--- src/rtl/button_hold_fsm_pkg.sv ---
// Shared types and defaults for the button-hold safety path.
package safety_pkg;

    typedef enum logic [1:0] {
        BTN_IDLE    = 2'd0,
        BTN_PRESSED = 2'd1,
        BTN_HELD    = 2'd2
    } btn_state_t;

    // 1 s at 50 MHz
    localparam int LONG_PRESS_CYCLES = 50_000_000;
    localparam int HOLD_CNT_W        = 26;

endpackage

--- src/rtl/button_hold_fsm_if.sv ---
// Button level / clear in, event pulses and e-stop latch out.
interface button_hold_fsm_if;
    logic       ButtonIn;
    logic       clear;
    logic       press_pulse;
    logic       release_pulse;
    logic       long_pulse;
    logic       estop;
    logic [1:0] state;

    modport master (
        output ButtonIn, clear,
        input  press_pulse, release_pulse, long_pulse, estop, state
    );

    modport slave (
        input  ButtonIn, clear,
        output press_pulse, release_pulse, long_pulse, estop, state
    );
endinterface

--- src/rtl/button_hold_fsm_hold_timer.sv ---
// Saturating hold counter; tc flags that the hold has reached LONG_CYCLES.
module hold_timer #(
    parameter int LONG_CYCLES = 8,
    parameter int CNT_W       = 4
) (
    input  logic clock,
    input  logic reset_n,
    input  logic en,
    input  logic clr,
    output logic tc
);
    localparam logic [CNT_W-1:0] LIMIT = CNT_W'(LONG_CYCLES);

    logic [CNT_W-1:0] r_count;

    // clr has priority; the count freezes at LIMIT so it can never wrap
    always_ff @(posedge clock or negedge reset_n) begin
        if (!reset_n)
            r_count <= '0;
        else if (clr)
            r_count <= '0;
        else if (en && (r_count != LIMIT))
            r_count <= r_count + CNT_W'(1);
    end

    assign tc = (r_count == LIMIT);
endmodule

--- src/rtl/button_hold_fsm.sv ---
// Turns the debounced button level into press/release/long events and an e-stop latch.
module button_hold_fsm
    import safety_pkg::*;
#(
    parameter int LONG_CYCLES = LONG_PRESS_CYCLES,
    parameter int CNT_W       = HOLD_CNT_W
) (
    input  logic              clock,
    input  logic              reset_n,
    button_hold_fsm_if.slave  bus
);
    if (CNT_W < $clog2(LONG_CYCLES + 1)) begin : g_bad_cnt_w
        $error("button_hold_fsm: CNT_W too narrow for LONG_CYCLES");
    end

    btn_state_t r_state;
    logic       r_press;
    logic       r_release;
    logic       r_long;
    logic       r_estop;
    logic       w_en;
    logic       w_clr;
    logic       w_tc;

    // Count only while the hold is still timing; illegal states also wipe the count
    assign w_en  = bus.ButtonIn && ((r_state == BTN_IDLE) || (r_state == BTN_PRESSED));
    assign w_clr = !bus.ButtonIn || !((r_state == BTN_IDLE) || (r_state == BTN_PRESSED) ||
                                      (r_state == BTN_HELD));

    hold_timer #(
        .LONG_CYCLES (LONG_CYCLES),
        .CNT_W       (CNT_W)
    ) u_timer (
        .clock   (clock),
        .reset_n (reset_n),
        .en      (w_en),
        .clr     (w_clr),
        .tc      (w_tc)
    );

    always_ff @(posedge clock or negedge reset_n) begin
        if (!reset_n) begin
            r_state   <= BTN_IDLE;
            r_press   <= 1'b0;
            r_release <= 1'b0;
            r_long    <= 1'b0;
            r_estop   <= 1'b0;
        end else begin
            r_press   <= 1'b0;
            r_release <= 1'b0;
            r_long    <= 1'b0;
            case (r_state)
                BTN_IDLE: begin
                    // A press in the same cycle as clear wins and leaves estop alone
                    if (bus.ButtonIn) begin
                        r_state <= BTN_PRESSED;
                        r_press <= 1'b1;
                    end else if (bus.clear) begin
                        r_estop <= 1'b0;
                    end
                end
                BTN_PRESSED: begin
                    if (!bus.ButtonIn) begin
                        r_state   <= BTN_IDLE;
                        r_release <= 1'b1;
                    end else if (w_tc) begin
                        r_state <= BTN_HELD;
                        r_long  <= 1'b1;
                        r_estop <= 1'b1;
                    end
                end
                BTN_HELD: begin
                    if (!bus.ButtonIn) begin
                        r_state   <= BTN_IDLE;
                        r_release <= 1'b1;
                    end
                end
                default: r_state <= BTN_IDLE;
            endcase
        end
    end

    assign bus.press_pulse   = r_press;
    assign bus.release_pulse = r_release;
    assign bus.long_pulse    = r_long;
    assign bus.estop         = r_estop;
    assign bus.state         = r_state;
endmodule

--- src/flat_wrapper.sv ---
// flat-port wrapper written by rule: the top's interface ports become plain ports
module button_hold_fsm_flat import safety_pkg::*;
#(
    parameter int LONG_CYCLES = LONG_PRESS_CYCLES,
    parameter int CNT_W       = HOLD_CNT_W
)
  (clock, reset_n, bus_ButtonIn, bus_clear, bus_press_pulse, bus_release_pulse, bus_long_pulse, bus_estop, bus_state);
  button_hold_fsm_if bus_i ();
  input  logic clock;
  input  logic reset_n;
  input wire logic [$bits(bus_i.ButtonIn)-1:0] bus_ButtonIn;
  input wire logic [$bits(bus_i.clear)-1:0] bus_clear;
  output wire logic [$bits(bus_i.press_pulse)-1:0] bus_press_pulse;
  output wire logic [$bits(bus_i.release_pulse)-1:0] bus_release_pulse;
  output wire logic [$bits(bus_i.long_pulse)-1:0] bus_long_pulse;
  output wire logic [$bits(bus_i.estop)-1:0] bus_estop;
  output wire logic [$bits(bus_i.state)-1:0] bus_state;
  assign bus_i.ButtonIn = bus_ButtonIn;
  assign bus_i.clear = bus_clear;
  assign bus_press_pulse = bus_i.press_pulse;
  assign bus_release_pulse = bus_i.release_pulse;
  assign bus_long_pulse = bus_i.long_pulse;
  assign bus_estop = bus_i.estop;
  assign bus_state = bus_i.state;
  button_hold_fsm #(.LONG_CYCLES(LONG_CYCLES), .CNT_W(CNT_W)) u_core (.clock(clock), .reset_n(reset_n), .bus(bus_i));
endmodule
--- config.mk ---
export PLATFORM = sky130hd
export DESIGN_NAME = button_hold_fsm_flat
export DESIGN_NICKNAME = d
export VERILOG_FILES = /design/src/rtl/button_hold_fsm_pkg.sv /design/src/rtl/button_hold_fsm_if.sv /design/src/rtl/button_hold_fsm_hold_timer.sv /design/src/rtl/button_hold_fsm.sv /design/src/flat_wrapper.sv
export SDC_FILE = /design/constraint.sdc
export NUM_CORES = 1
export LEC_CHECK = 0
export CORE_MARGIN = 2
export CORE_UTILIZATION = 26
export CTS_CLUSTER_DIAMETER = 40
export CTS_CLUSTER_SIZE = 40
export DETAILED_ROUTE_END_ITERATION = 16
export GPL_ROUTABILITY_DRIVEN = 0
export PLACE_DENSITY = 0.46
export RECOVER_POWER = 100
export SLEW_MARGIN = 30
export SYNTH_ARGS = -nofsm -noshare
export SYNTH_HDL_FRONTEND = slang
export SYNTH_SLANG_ARGS = --single-unit
--- constraint.sdc ---
create_clock -name clock -period 1.74 [get_ports clock]
set_input_delay 0.174 -clock clock [delete_from_list [all_inputs] [get_ports clock]]
set_output_delay 0.174 -clock clock [all_outputs]
set_load 0.01 [all_outputs]
## Word level (Yosys, flattened, before mapping)

Cells that the tools add are included.

- Flip-flop bits (word level): 32
- Bits of input ports: 4
- Logic and storage cells: 50

- Add/subtract/negate cells: 1
- Equality and inequality tests: 11
- Multiplexer cells: 19
- Reduce and logical (&&, ||, !) cells: 13

Operators with widths:

| cell | count |
|---|---|
| 2-to-1 mux 26 bit | 2 |
| adder 26 x 1 -> 26 bit, second input constant | 1 |
| == test 26 bit, second input constant | 1 |
| != test 26 bit, second input constant | 1 |
| != test 2 bit, second input constant | 6 |
| 2-to-1 mux 1 bit | 11 |
| 2-to-1 mux 2 bit | 4 |
| case mux 2 bit (3 select lines) | 1 |
| AND reduction 5 bit | 1 |
| nonzero test 2 bit | 2 |
| logical OR 1 bit | 3 |
| != test 3 bit, second input constant | 1 |
| AND reduction 3 bit | 1 |
| == test 2 x 1 -> 1 bit, second input constant | 1 |
| == test 2 bit, second input constant | 1 |
| logical AND 1 bit | 2 |
| zero test 1 bit | 2 |
| zero test 2 bit | 1 |
| case mux 1 bit (2 select lines) | 1 |
| OR reduction 2 bit | 1 |

## Logic depth before layout (Yosys ltp)

Gate-level depths: netlist (run 1).

- Depth after elaboration: 6
- Gate-level depth with buffers: 7

## Cells and area by module

From an unflattened synthesis (run 1), not the netlist that was laid out.

- Cells, all modules: 173
- Area, all modules: 1732.9 µm²

By module, submodules not included:

| module | instances | cells each | area each (µm²) | seq. area each (µm²) |
|---|---|---|---|---|
| hold_timer | 1 | 145 | 1403.8 | 650.6 |
| button_hold_fsm | 1 | 28 | 329.1 | 150.1 |

## Least setup slack after synthesis (run 1)

No wires, ideal clock.

- Path kind: reg2reg
- From: register u_core.r_state[1], in the netlist u_core.bus.state[1]
- To: register u_core.u_timer.r_count[17]
- Setup time: 0.132 ns
- Data arrival time: 1.736 ns
- Data required time: 1.608 ns
- Slack: -0.128 ns
- Cell stages (with the launch flop): 8
- Period minus slack after synthesis: 1.868 ns
- Cell sequence: dfrtp_1 inv_1 ha_1 o21ai_2 or2_2 nor4_2 xnor2_1 nor2_1

- Word-level cells in the longest chain between the ends: 6
- Elaborated cells on any way between the ends: 11
- Classes of those cells: eq/ne (2); mux (1); reduce/logical (8)

RTL lines:

| item | RTL line | text |
|---|---|---|
| from (decl) | button_hold_fsm.sv:16 | `btn_state_t r_state;` |
| from (signal assigned) | button_hold_fsm.sv:43 | `r_state <= BTN_IDLE;` |
| from (signal assigned) | button_hold_fsm.sv:56 | `r_state <= BTN_PRESSED;` |
| from (signal assigned) | button_hold_fsm.sv:64 | `r_state <= BTN_IDLE;` |
| == test 2 x 1 -> 1 bit or zero test 2 bit (tied branches) | button_hold_fsm.sv:26, button_hold_fsm.sv:27 |  |
| logical OR 1 bit | button_hold_fsm.sv:26, button_hold_fsm.sv:27 |  |
| logical OR 1 bit | button_hold_fsm.sv:27 | `assign w_clr = !bus.ButtonIn \|\| !((r_state == BTN_IDLE) \|\| (r_state == BTN_PRESSED) \|\|` |
| zero test 1 bit | button_hold_fsm.sv:27 |  |
| logical OR 1 bit | button_hold_fsm.sv:27 |  |
| 2-to-1 mux 26 bit or nonzero test 2 bit (tied branches) | n/a |  |
| to (signal assigned) | button_hold_fsm_hold_timer.sv:23 | `r_count <= r_count + CNT_W'(1);` |
| to (decl) | button_hold_fsm_hold_timer.sv:14 | `logic [CNT_W-1:0] r_count;` |

Several ways; a longest one is shown, not always the timed one.
A chain may end at the register's enable or synchronous reset.

## Worst setup path after layout (run 1)

- From: register u_core.r_state[0], in the netlist u_core.bus.state[0]
- To: register u_core.u_timer.r_count[15]

The elaborated chain is that of the path after synthesis.

==> results of run 1 <==
-- synth_stat cells, types with 2 or more instances --
cell type  number  area [µm²]
and4_4          2        22.5
nor2b_1         3        18.8
nor4_2          2        25.0
dfrtp_1        32         801
xnor2_1         6        52.6
nor3_1          6        30.0
xor2_1         16         140
and3_2          2        15.0
nand3_1        15        75.1
buf_1           2        7.51
o31ai_1         2        15.0
a21oi_1         3        15.0
clkbuf_2        2        10.0
inv_1           8        30.0
o21ai_0         2        10.0
nand4_1         6        37.5
nand4_4         2        42.5
nor4_1          4        25.0
nand2_1        15        56.3
nor2_1         33         124
a31o_2          2        17.5
ha_1            7        87.6
and2_1          3        18.8
-- worst max path at each step --
stage	cells after the start	end	slack (ps)	from
global placement	6	u_core.bus.state[0]$_DFFE_PN0P_	-10	u_core.u_timer.r_count[10]$_DFFE_PN0P_
global route	6	u_core.bus.state[0]$_DFFE_PN0P_	-50	u_core.u_timer.r_count[10]$_DFFE_PN0P_
floorplan	7	u_core.bus.state[0]$_DFFE_PN0P_	9	u_core.u_timer.r_count[0]$_DFFE_PN0P_
detailed placement	6	u_core.bus.state[0]$_DFFE_PN0P_	-40	u_core.u_timer.r_count[10]$_DFFE_PN0P_
CTS	6	u_core.bus.state[0]$_DFFE_PN0P_	4	u_core.u_timer.r_count[10]$_DFFE_PN0P_
finish	7	u_core.u_timer.r_count[15]$_DFFE_PN0P_	30	u_core.bus.state[0]$_DFFE_PN0P_
-- power by group through the flow --
stage               logic [mW]  registers (mW)  clock network, mW
floorplan                0.267           0.865                  0
global placement         0.524           0.847                  0
detailed placement       0.524           0.849                  0
CTS                      0.542           0.835              0.734
global route             0.608           0.845              0.754
finish                   0.532           0.838              0.709
-- area by class of cell --
| type | count | area (µm²) | area share [%] |
|---|---|---|---|
| multi-input cells | 147 | 1050 | 43.0 |
| well taps | 96 | 120 | 4.92 |
| inverters | 8 | 32.5 | 1.33 |
| clock inverters | 2 | 35.0 | 1.44 |
| repair buffers | 42 | 329 | 13.5 |
| clock buffers | 6 | 72.6 | 2.97 |
| flip-flops and latches | 32 | 802 | 32.9 |
-- flip-flops by register name, summed over array words and instances, names as in the netlist --
signal,count
u_core.u_timer.r_count,26
u_core.bus.state,2
u_core.bus.estop,1
u_core.bus.long_pulse,1
u_core.bus.press_pulse,1
u_core.bus.release_pulse,1
-- through the flow --
step / hold WS, ps / TNS, ps / setup slack (ps) / utilization, % / area (µm²)
after global routing: 574 / -507 / -53.6 / 35.7 / 2440
after detailed placement: 528 / -38.7 / -38.7 / 33.9 / 2320
after floorplan: -122 / 0 / 8.99 / - / 1870
final: 525 / 0 / 29.1 / 35.7 / 2440
after CTS: 257 / 0 / 3.79 / 35.6 / 2430
after global placement: 512 / -10.1 / -10.1 / 33.9 / 2320
-- per-layer routing --
layer  track usage [%]  up-vias
li1                  -      751
met1              17.3      713
met2              19.3       15
met3              2.83        7
met4              4.55        0
met5                 0        -
-- kinds of logic after synthesis --
| group | count (synthesis) |
|---|---|
| AOI/OAI and AO/OA | 14 |
| adders and majority gates | 7 |
| xor gates and xnor gates | 22 |
| muxes | 1 |
| buffers and inverters | 14 |
| DFF | 32 |
| and+or+nand+nor | 103 |
-- cell usage in the layout (no fill, tap or decap), types with 3 or more instances in the layout --
cell type / instances
a21oi_1: 3
and2_1: 3
buf_4: 27
clkbuf_1: 3
clkbuf_8: 5
dfrtp_1: 31
dlygate4sd3_1: 7
ha_1: 5
inv_1: 6
nand2_1: 15
nand3_1: 14
nand4_1: 6
nor2_1: 32
nor2b_1: 3
nor3_1: 6
nor4_2: 6
xnor2_1: 6
xor2_1: 16
-- worst max-delay path, cell delays in order (launching register included) --
cell and delay [ps]:
dfrtp_2 450, inv_4 90, ha_4 160, o21ai_4 80, or2_0 300, nor4_2 320, xnor2_1 150, nor2_1 50
-- repair_timing --
action	in CTS	in global routing
endpoints found under the setup margin	1	17
gates resized for setup	3	11
setup buffers	0	0
pin swaps	0	3
==> implementation parameters, run 1 <==
Parameter                              Value

Routing
  Antenna Nets Post-Route    0
  First-iteration detailed-routing DRC count    55
  Detail-routed via count per cell    between 4 and 5
  Uppermost layer routed    met4
  DR vias    roughly 1500
  Post-route DRC    0
  Met1 wire length    roughly 2200 µm
  Routed wl met3    slightly below 100 µm
  Avg WL per Cell    between 10 and 15 µm
  Total Routed Length    between 4000 and 5000 µm
  Metal2 WL    1920 µm
  Pre-Repair DR Iteration Count    4

Yosys
  Largest family of logic cells by synthesized area    simple AND/OR/NAND/NOR gates
  Mapped Area    0.00184 mm²
  Cell count after synthesis    about 190
  Register bit count reported by yosys    32
  Post-Synth Adder-Cell Area    around 4.8%
  Number of warnings issued by yosys    0
  Share of the synthesized area in compound gates (AO/OA/AOI/OAI)    under 10%
  Multiplexer fraction of the synthesized cell area    0.611%
  Portion of the post-synthesis area used by sequential elements    43.4%
  Net count after synthesis    204
  Mean post-synth cell area    between 9 and 10 µm²
  FFs w/ async S/R, synth    100%
  Post-synthesis share of cell area spent on xor and xnor gates    approximately a tenth
  Simple-gate share of the synthesized area    between 30% and 40%
  Count of different cell masters after synthesis    between 40 and 50
  EDFF count, synth    0
  Top_reg_cell synth    dfrtp_1

Worst setup path
  Critical Path Fanout Max    5
  Startpoint class of the critical path    flop
  Worst setup path class    flop to flop
  Cells on worst reg2reg path    7
  End of the worst register-to-register path    u_core.u_timer.r_count[15]$_DFFE_PN0P_
  Launch point of the worst reg-to-reg path    u_core.bus.state[0]$_DFFE_PN0P_
  Endpoint required time on the critical path    1910 ps
  Setup slack of the worst register-to-register path    about 29 ps
  Data arrival at the endpoint of the critical path    ~1900 ps
  Worst Setup End Kind    flop

Clocking
  Htree depth    2
  Clk root buf    clkbuf_8
  Maximum count of clock buffers along a single path    2
  Clock input transition at the sequential cells of the worst setup and hold paths    roughly 70 ps
  Count of clock tree sinks    32
  Clock tree from TritonCTS    built
  Number of buffers added by the clock tree synthesis step    5
  Source-to-sink clock delay at the later pin of the worst-skew pair    ~280 ps
  Hold buffers post-CTS    0

Floorplanning
  Top-level I/O count    10
  Core region area    slightly below 0.007 mm²
  Standard-cell row count    30
  Starting utilization of the core area    27.0%
  Die Outline Area    between 0.007 and 0.008 mm²
  Die Y-Extent    approximately 88 µm
  Die Span X    between 80 and 90 µm

Timing
  Unrepaired setup endpoints after global routing    yes
  Final period util    around 98%
  Fin. max-slew vios    0
  Worst clock skew    ~4.7 ps
  Post-layout minimum cycle time    1710 ps
  Slew Limit Headroom    about 43%
  Total count of hold-check failures in the final report    0
  Least-Margin Pin Slew    about 850 ps
  Highest Clock Rate    between 500 and 600 MHz
  Final setup fails    0

Pwr
  Total power of the final layout    between 2 and 2.5 mW
  Internal Pwr Total    between 1 and 1.5 mW
  Clock share of power    approximately 34%
  Sequential share of power    about two fifths
  Net switching component of the power    ~0.59 mW
  Switching part of the total power    roughly 28%
  Total power divided by cell area    between 800 and 900 mW/mm²
  Peak supply drop    ~0.25 mV
  Static power due to leakage    between 1 and 1.5 nW
  Comb power frac    about 26%

Place
  Total instance count after detailed placement    about 330
  Detailed placer's ending HPWL    3150 µm
  Port Buf Inserts    9

Layout
  Final net count    ~250
  Number of antenna diodes    0
  Number of inserted filler cells in the final layout    746
  Fraction of final layout cells with drive strength greater than 1    28.3%
  Final standard cell count with taps included and fillers excluded    between 300 and 400
  Synth-to-Final Area Change    32.4%

Global routing
  First-pass GRT wire length    ~7500 µm
  Total global-route track usage    roughly 13%
  Total global routing overflow    0
  Largest net degree at the start of global routing    33
  Via count of the first global-routing pass    approximately 1500
  Antenna violations before repair    0

Hold path
  Kind of path behind the tightest hold check    primary input to async pin

Run status
  Run status    finished, final reports clean

Flow run
  Maximum capacitance violations    0
Note: power is estimated with default switching activity, not from simulation.
==> run 2, diff against run 1 <==
--- a/config.mk
+++ b/config.mk
@@ -8,7 +8,7 @@
 export CORE_MARGIN = 2
 export CORE_UTILIZATION = 26
 export CTS_CLUSTER_DIAMETER = 40
-export CTS_CLUSTER_SIZE = 40
+export CTS_CLUSTER_SIZE = 24
 export DETAILED_ROUTE_END_ITERATION = 16
 export GPL_ROUTABILITY_DRIVEN = 0
 export PLACE_DENSITY = 0.46
==> constraint.sdc (replaced) <==
create_clock -name clock -period 1.4 [get_ports clock]
set_input_delay 0.14 -clock clock [delete_from_list [all_inputs] [get_ports clock]]
set_output_delay 0.14 -clock clock [all_outputs]
set_load 0.01 [all_outputs]
==> implementation parameters, run 2 (synthesized netlist as in run 1, its figures left out) <==
Parameter                              Value

Run status
  Run status    finished with violations
  Failing checks    setup timing

Clocking
  Clock tree from TritonCTS    built
  Hold buffers post-CTS    0 (unchanged)
  Clock input transition at the sequential cells of the worst setup and hold paths    70 ps (about the same)
  Number of buffers added by the clock tree synthesis step    5 (unchanged)
  Htree depth    2 (unchanged)
  Source-to-sink clock delay at the later pin of the worst-skew pair    280 ps (about the same)
  Clk root buf    clkbuf_8
  Maximum count of clock buffers along a single path    2 (unchanged)
  Count of clock tree sinks    32 (unchanged)

Timing
  Least-Margin Pin Slew    853 ps (+1.65 ps)
  Highest Clock Rate    593 MHz (+1.4%)
  Final critical-path setup slack    -287 ps (-316 ps)
  Fin. max-slew vios    0 (unchanged)
  Slew Limit Headroom    43.2% (-0.11 points)
  Final period util    120% (+22 points)
  Unrepaired setup endpoints after global routing    yes
  Total count of hold-check failures in the final report    0 (unchanged)
  Final setup fails    30 (+30)
  Post-layout minimum cycle time    1690 ps (-24.3 ps)
  Worst clock skew    9.85 ps (+5.20 ps)

Layout
  Number of antenna diodes    0 (unchanged)
  Fraction of final layout cells with drive strength greater than 1    49.8% (+22 points)
  Leading cell type in the layout, fill and taps excluded    buf_4
  Final standard cell count with taps included and fillers excluded    367 (+10%)
  Number of inserted filler cells in the final layout    690 (-7.5%)
  Most used cells in the layout excluding fill and tap cells    50 x buf_4, 29 x dfrtp_1, 28 x nor2_1
  Synth-to-Final Area Change    63.9%
  Post-route cell area    0.00302 mm² (+24%)
  Final net count    281 (+14%)
  Max reg flops    26 (unchanged)
  Reg with most FFs    u_core.u_timer.r_count

Global routing
  Total global routing overflow    0 (unchanged)
  Antenna violations before repair    0 (unchanged)
  Total global-route track usage    13.6% (+1.0 points)
  Via count of the first global-routing pass    1606 (+4.8%)
  First-pass GRT wire length    7900 µm (+5.9%)
  Largest net degree at the start of global routing    33 (unchanged)

Flow run
  Maximum capacitance violations    0 (unchanged)

Routing
  Pre-Repair DR Iteration Count    4 (unchanged)
  DR vias    1629 (+9.6%)
  Total Routed Length    4900 µm (+14%)
  Antenna Nets Post-Route    0 (unchanged)
  Detail-routed via count per cell    4.44 (-0.53%)
  Avg WL per Cell    13.3 µm (+3.4%)
  First-iteration detailed-routing DRC count    74 (+35%)
  Post-route DRC    0 (unchanged)

Floorplanning
  Standard-cell row count    30 (unchanged)
  Die Span X    88.2 µm (unchanged)
  Top-level I/O count    10 (unchanged)
  Starting utilization of the core area    27.0% (unchanged)
  Die Y-Extent    88.2 µm (unchanged)
  Core region area    0.00683 mm² (unchanged)
  Die Outline Area    0.00778 mm² (unchanged)

Place
  Detailed placer's ending HPWL    3250 µm (+3.4%)
  Total instance count after detailed placement    349 (+7.4%)
  DP Worst Slack    -329 ps (-290 ps)
  Dpl cell area    0.00255 mm² (+10%)
  Port Buf Inserts    9 (unchanged)

Worst setup path
  Critical Path Fanout Max    3 (-2)
  Setup slack of the worst register-to-register path    -290 ps (-320 ps)
  Worst setup path class    flop to flop
  Worst Setup End Kind    flop
  Cells on worst reg2reg path    6 (-1)
  Endpoint required time on the critical path    1560 ps (-350 ps)
  Launch point of the worst reg-to-reg path    u_core.u_timer.r_count[10]$_DFFE_PN0P_
  End of the worst register-to-register path    u_core.bus.state[0]$_DFFE_PN0P_
  Data arrival at the endpoint of the critical path    1850 ps (-30 ps)
  Startpoint class of the critical path    flop

Hold path
  Kind of path behind the tightest hold check    primary input to async pin

Pwr
  Peak supply drop    0.365 mV (+46%)
  Total power divided by cell area    909 mW/mm² (+6.7%)
  Static power due to leakage    1.38 nW (+32%)
## run 2: layout make-up
| cell class | count | area (µm²) | share of cell area (%) |
|---|---|---|---|
| clock buffers | 8 | 100 | 3.31 |
| inverters | 8 | 30.0 | 0.994 |
| multi-input cells | 147 | 1310 | 43.2 |
| flip-flops and latches | 32 | 805 | 26.6 |
| well taps | 96 | 120 | 3.98 |
| repair buffers | 76 | 659 | 21.8 |
## run 2: worst max-delay path by stage
stage / startpoint / to / slack, ps / depth (start not counted)
5_1_grt: u_core.u_timer.r_count[10]$_DFFE_PN0P_ / u_core.bus.state[0]$_DFFE_PN0P_ / -380 / 6
3_5_place_dp: u_core.u_timer.r_count[2]$_DFFE_PN0P_ / u_core.u_timer.r_count[2]$_DFFE_PN0P_ / -330 / 6
3_3_place_gp: u_core.u_timer.r_count[2]$_DFFE_PN0P_ / u_core.u_timer.r_count[2]$_DFFE_PN0P_ / -300 / 6
2_1_floorplan: u_core.bus.state[1]$_DFFE_PN0P_ / u_core.u_timer.r_count[15]$_DFFE_PN0P_ / -260 / 7
6_report: u_core.u_timer.r_count[10]$_DFFE_PN0P_ / u_core.bus.state[0]$_DFFE_PN0P_ / -290 / 6
4_1_cts: u_core.u_timer.r_count[4]$_DFFE_PN0P_ / u_core.bus.state[0]$_DFFE_PN0P_ / -320 / 6
## run 2: what timing repair did
action,4_1_cts,5_1_grt
endpoints found under the setup margin,32,31
buffers inserted,7,6
gates resized for setup,45,20
pin swaps,41,31
## run 2: metrics by stage
stage | util, % | setup TNS (ps) | hold WS [ps] | power, mW
CTS | 42.5 | -4110 | 219 | 2.77
finish | 44.2 | -3980 | 493 | 2.75
floorplan | - | -2560 | -156 | 1.43
global placement | 37.4 | -5640 | 526 | 1.79
detailed placement | 37.4 | -6050 | 528 | 1.79
global route | 44.2 | -6970 | 533 | 2.91
## run 2: power breakdown
| part | leakage [nW] | switching, mW | internal, mW |
|---|---|---|---|
| Clock | 0.0515 | 0.355 | 0.449 |
| Sequential | 0.436 | 0.0380 | 0.987 |
| Combinational | 0.891 | 0.436 | 0.481 |
| Total | 1.38 | 0.829 | 1.92 |
## run 2: critical path, stage by stage, from the launching register on
cell and delay (ps):
dfrtp_1 410, nor4_4 280, buf_4 160, and4_4 210, nand4_1 70, o21ai_1 120, mux2_4 310
## run 2: per-layer routing
metal,routed length (µm),global-route usage [%]
met5,0,0
met2,2430,21.6
met4,93,4.55
met1,2280,18.1
met3,92,3.39
==> run 3, diff against run 2 <==
--- a/config.mk
+++ b/config.mk
@@ -5,13 +5,14 @@
 export SDC_FILE = /design/constraint.sdc
 export NUM_CORES = 1
 export LEC_CHECK = 0
+export ABC_AREA = 1
 export CORE_MARGIN = 2
 export CORE_UTILIZATION = 26
 export CTS_CLUSTER_DIAMETER = 40
 export CTS_CLUSTER_SIZE = 24
 export DETAILED_ROUTE_END_ITERATION = 16
 export GPL_ROUTABILITY_DRIVEN = 0
-export PLACE_DENSITY = 0.46
+export PLACE_DENSITY = 0.45
 export RECOVER_POWER = 100
 export SLEW_MARGIN = 30
 export SYNTH_ARGS = -nofsm -noshare
==> implementation parameters, run 3 <==
Parameter                              Value

Yosys
  Post-synthesis share of cell area spent on xor and xnor gates    4.64% (-5.8 points)
  Top cell type's share of synthesized area    35.4% (-8.1 points)
  Simple-gate share of the synthesized area    45.5% (+14 points)
  Register bit count reported by yosys    32 (unchanged)
  Largest family of logic cells by synthesized area    simple AND/OR/NAND/NOR gates
  Count of different cell masters after synthesis    25 (-39%)
  FFs w/ async S/R, synth    100% (unchanged)
  Largest cells by area after synthesis    dfrtp_1 35%, nand2_1 23%, nor2_1 8.0%
  Largest area contributor in the netlist    dfrtp_1
  Mapped Area    0.00226 mm² (+23%)
  Portion of the post-synthesis area used by sequential elements    35.4% (-8.1 points)
  Mean post-synth cell area    6.60 µm² (-31%)
  Leading cell type by number of instances after synthesis    nand2_1
  Multiplexer fraction of the synthesized cell area    0.442% (-0.17 points)
  Top cells by instance count after synthesis    139 x nand2_1, 48 x nor2_1, 36 x inv_1
  Share of the synthesized area in compound gates (AO/OA/AOI/OAI)    1.44% (-4.6 points)
  Net count after synthesis    354 (+74%)
  Post-Synth Adder-Cell Area    3.87% (-0.88 points)
  EDFF count, synth    0 (unchanged)
  Cell count after synthesis    343 (+78%)
  Top_reg_cell synth    dfrtp_1
  Number of warnings issued by yosys    0 (unchanged)

Clocking
  Clock input transition at the sequential cells of the worst setup and hold paths    70 ps (about the same)
  Source-to-sink clock delay at the later pin of the worst-skew pair    290 ps (about the same)
  Maximum count of clock buffers along a single path    2 (unchanged)
  Clock tree from TritonCTS    built
  Clk root buf    clkbuf_8
  Count of clock tree sinks    32 (unchanged)
  Number of buffers added by the clock tree synthesis step    5 (unchanged)
  Htree depth    2 (unchanged)

Routing
  Post-route DRC    0 (unchanged)
  DR vias    2373 (+46%)
  Avg WL per Cell    12.5 µm (-6.6%)
  Total Routed Length    6650 µm (+36%)
  Detail-routed via count per cell    4.45 (+0.30%)
  Pre-Repair DR Iteration Count    4 (unchanged)
  First-iteration detailed-routing DRC count    63 (-15%)
  Antenna Nets Post-Route    0 (unchanged)

Global routing
  Total global-route track usage    14.9% (+1.3 points)
  Antenna violations before repair    0 (unchanged)
  Total global routing overflow    0 (unchanged)
  Met2 usage    25.5% (+3.9 points)
  First-pass GRT wire length    11500 µm (+45%)
  GRT met1 Usage    18.9% (+0.84 points)
  Most used routing layer in global routing    met2
  Largest net degree at the start of global routing    27 (-18%)
  Via count of the first global-routing pass    2477 (+54%)
  GR Layer Usage met3    3.02% (-0.37 points)

Layout
  Number of antenna diodes    0 (unchanged)
  Synth-to-Final Area Change    43.4%
  Leading cell type in the layout, fill and taps excluded    nand2_1
  Max reg flops    26 (unchanged)
  Final net count    436 (+55%)
  Fraction of final layout cells with drive strength greater than 1    28.7% (-21 points)
  Reg with most FFs    u_core.u_timer.r_count
  Most used cells in the layout excluding fill and tap cells    118 x nand2_1, 64 x buf_4, 42 x nor2_1

Floorplanning
  Die Span X    97.3 µm (+10%)
  Standard-cell row count    34 (+13%)
  Starting utilization of the core area    26.3% (-0.64 points)
  Core region area    0.00859 mm² (+26%)
  Top-level I/O count    10 (unchanged)
  Die Y-Extent    97.3 µm (+10%)
  Die Outline Area    0.00947 mm² (+22%)

Worst setup path
  End of the worst register-to-register path    u_core.u_timer.r_count[1]$_DFFE_PN0P_
  Critical Path Fanout Max    8 (+5)
  Worst setup path class    flop to flop
  Data arrival at the endpoint of the critical path    1870 ps (+20 ps)
  Cells on worst reg2reg path    12 (+6)
  CP endpoint    u_core.u_timer.r_count[1]$_DFFE_PN0P_
  Setup slack of the worst register-to-register path    -230 ps (+50 ps)
  Worst Setup End Kind    flop
  Launch point of the worst reg-to-reg path    u_core.u_timer.r_count[0]$_DFFE_PN0P_
  Worst setup startpoint    u_core.u_timer.r_count[0]$_DFFE_PN0P_
  Endpoint required time on the critical path    1640 ps (+80 ps)
  Startpoint class of the critical path    flop

Place
  Detailed placer's ending HPWL    4970 µm (+53%)
  DP Worst Slack    -288 ps (+40.4 ps)
  Port Buf Inserts    9 (unchanged)

Hold path
  Kind of path behind the tightest hold check    primary input to async pin

Run status
  Failing checks    setup timing
  Run status    finished with violations

Timing
  Final period util    117% (-3.8 points)
  Highest Clock Rate    612 MHz (+3.3%)
  Slew Limit Headroom    69.0% (+26 points)
  Total count of hold-check failures in the final report    0 (unchanged)
  Least-Margin Pin Slew    465 ps (-387 ps)
  Worst clock skew    6.04 ps (-3.81 ps)
  Final setup fails    30 (unchanged)
  Total negative slack    -5310 ps (-1320 ps)
  Unrepaired setup endpoints after global routing    yes
  Post-layout minimum cycle time    1630 ps (-53.1 ps)
  Final critical-path setup slack    -233 ps (+53.1 ps)
  Fin. max-slew vios    0 (unchanged)

Pwr
  Static power due to leakage    1.65 nW (+20%)
  Peak supply drop    0.651 mV (+78%)
  Total power divided by cell area    920 mW/mm² (+1.2%)

Flow run
  Maximum capacitance violations    0 (unchanged)
==> run 3: changes by cell type in the layout (fill, tap and decap cells not counted), moves of 5 or more <==
cell     previous run  this run
nand3_2             9         3
nand4_1             6        14
buf_6              11         1
buf_4              50        64
nand3_1             4        26
nor4_4              6         0
nor2_2              2         8
inv_1               6        33
nor2_1             28        42
nand2_2             4        20
nand2_1            10       118
xor2_1             16        11
==> run 3: worst max-delay path, stage by stage (launching register included) <==
cell and delay [ps]:
dfrtp_1 390, inv_2 80, ha_4 140, nand3_2 60
nor2_2 140, nand2_2 80, nor2_4 120, nor2_4 70
nor2_8 120, buf_12 120, buf_12 130, nand2_1 50
nand2_1 60
==> run 3: cells by family (layout without fill, tap and decap cells) <==
group / count (synthesis) / count (layout)
buffers and inverters: 46 / 128
adders and majority gates: 7 / 7
AOI/OAI and AO/OA: 5 / 5
xor gates and xnor gates: 12 / 12
and+or+nand+nor: 240 / 240
DFF: 32 / 32
muxes: 1 / 1
==> run 3: final cells by class <==
cell class / instances / area, µm²
fillers: 930 / 5350
multi-input cells: 265 / 1370
flip-flops and latches: 32 / 801
repair buffers: 83 / 701
inverters: 38 / 143
well taps: 108 / 135
clock buffers: 7 / 96.3
==> run 3: worst min path at each step <==
stage	from	to	slack (ps)	cells past startpoint
after detailed placement	reset_n	u_core.u_timer.r_count[11]$_DFFE_PN0P_	100	1
final	reset_n	u_core.u_timer.r_count[13]$_DFFE_PN0P_	310	2
after global placement	reset_n	u_core.u_timer.r_count[11]$_DFFE_PN0P_	100	1
after floorplan	reset_n	u_core.bus.estop$_DFFE_PN0P_	-160	0
after CTS	reset_n	u_core.u_timer.r_count[13]$_DFFE_PN0P_	330	2
after global routing	reset_n	u_core.u_timer.r_count[19]$_DFFE_PN0P_	370	2
==> run 3: power by group <==
part / leakage, nW / total (mW) / switching [mW] / internal (mW)
clock: 0.0503 / 0.815 / 0.377 / 0.438
sequential: 0.441 / 1.03 / 0.0425 / 0.983
combinational: 1.16 / 1.15 / 0.590 / 0.556
total: 1.65 / 2.99 / 1.01 / 1.98
==> run 3: timing repair <==
action / 4_1_cts / 5_1_grt
hold buffers: 1 / 0
pin swaps: 7 / 4
gates cloned: 1 / 0
resized for setup: 19 / 19
hold endpoints to repair: 15 / 0
buffers inserted: 4 / 1
endpoints found under the setup margin: 32 / 30
==> run 3: metal layers <==
layer  vias up  routed length [µm]  part of all wire, %
met5         -                   0                    0
met4         0                 116                  1.7
li1       1225                   -                    -
met1      1108                3240                   49
met2        29                3140                   47
met3        11                 153                  2.3
==> run 3: through the flow <==
| stage | util (%) | cell area [µm²] | instances | hold WS (ps) | total power [mW] |
|---|---|---|---|---|---|
| final | 37.8 | 3250 | 533 | 312 | 2.99 |
| after global routing | 37.8 | 3250 | 533 | 372 | 3.17 |
| after CTS | 37.6 | 3230 | 533 | 333 | 2.98 |
| after detailed placement | 34.9 | 3000 | 520 | 101 | 2.00 |
| after global placement | 34.9 | 3000 | 520 | 98.6 | 1.99 |
| after floorplan | - | 2270 | 343 | -156 | 1.51 |
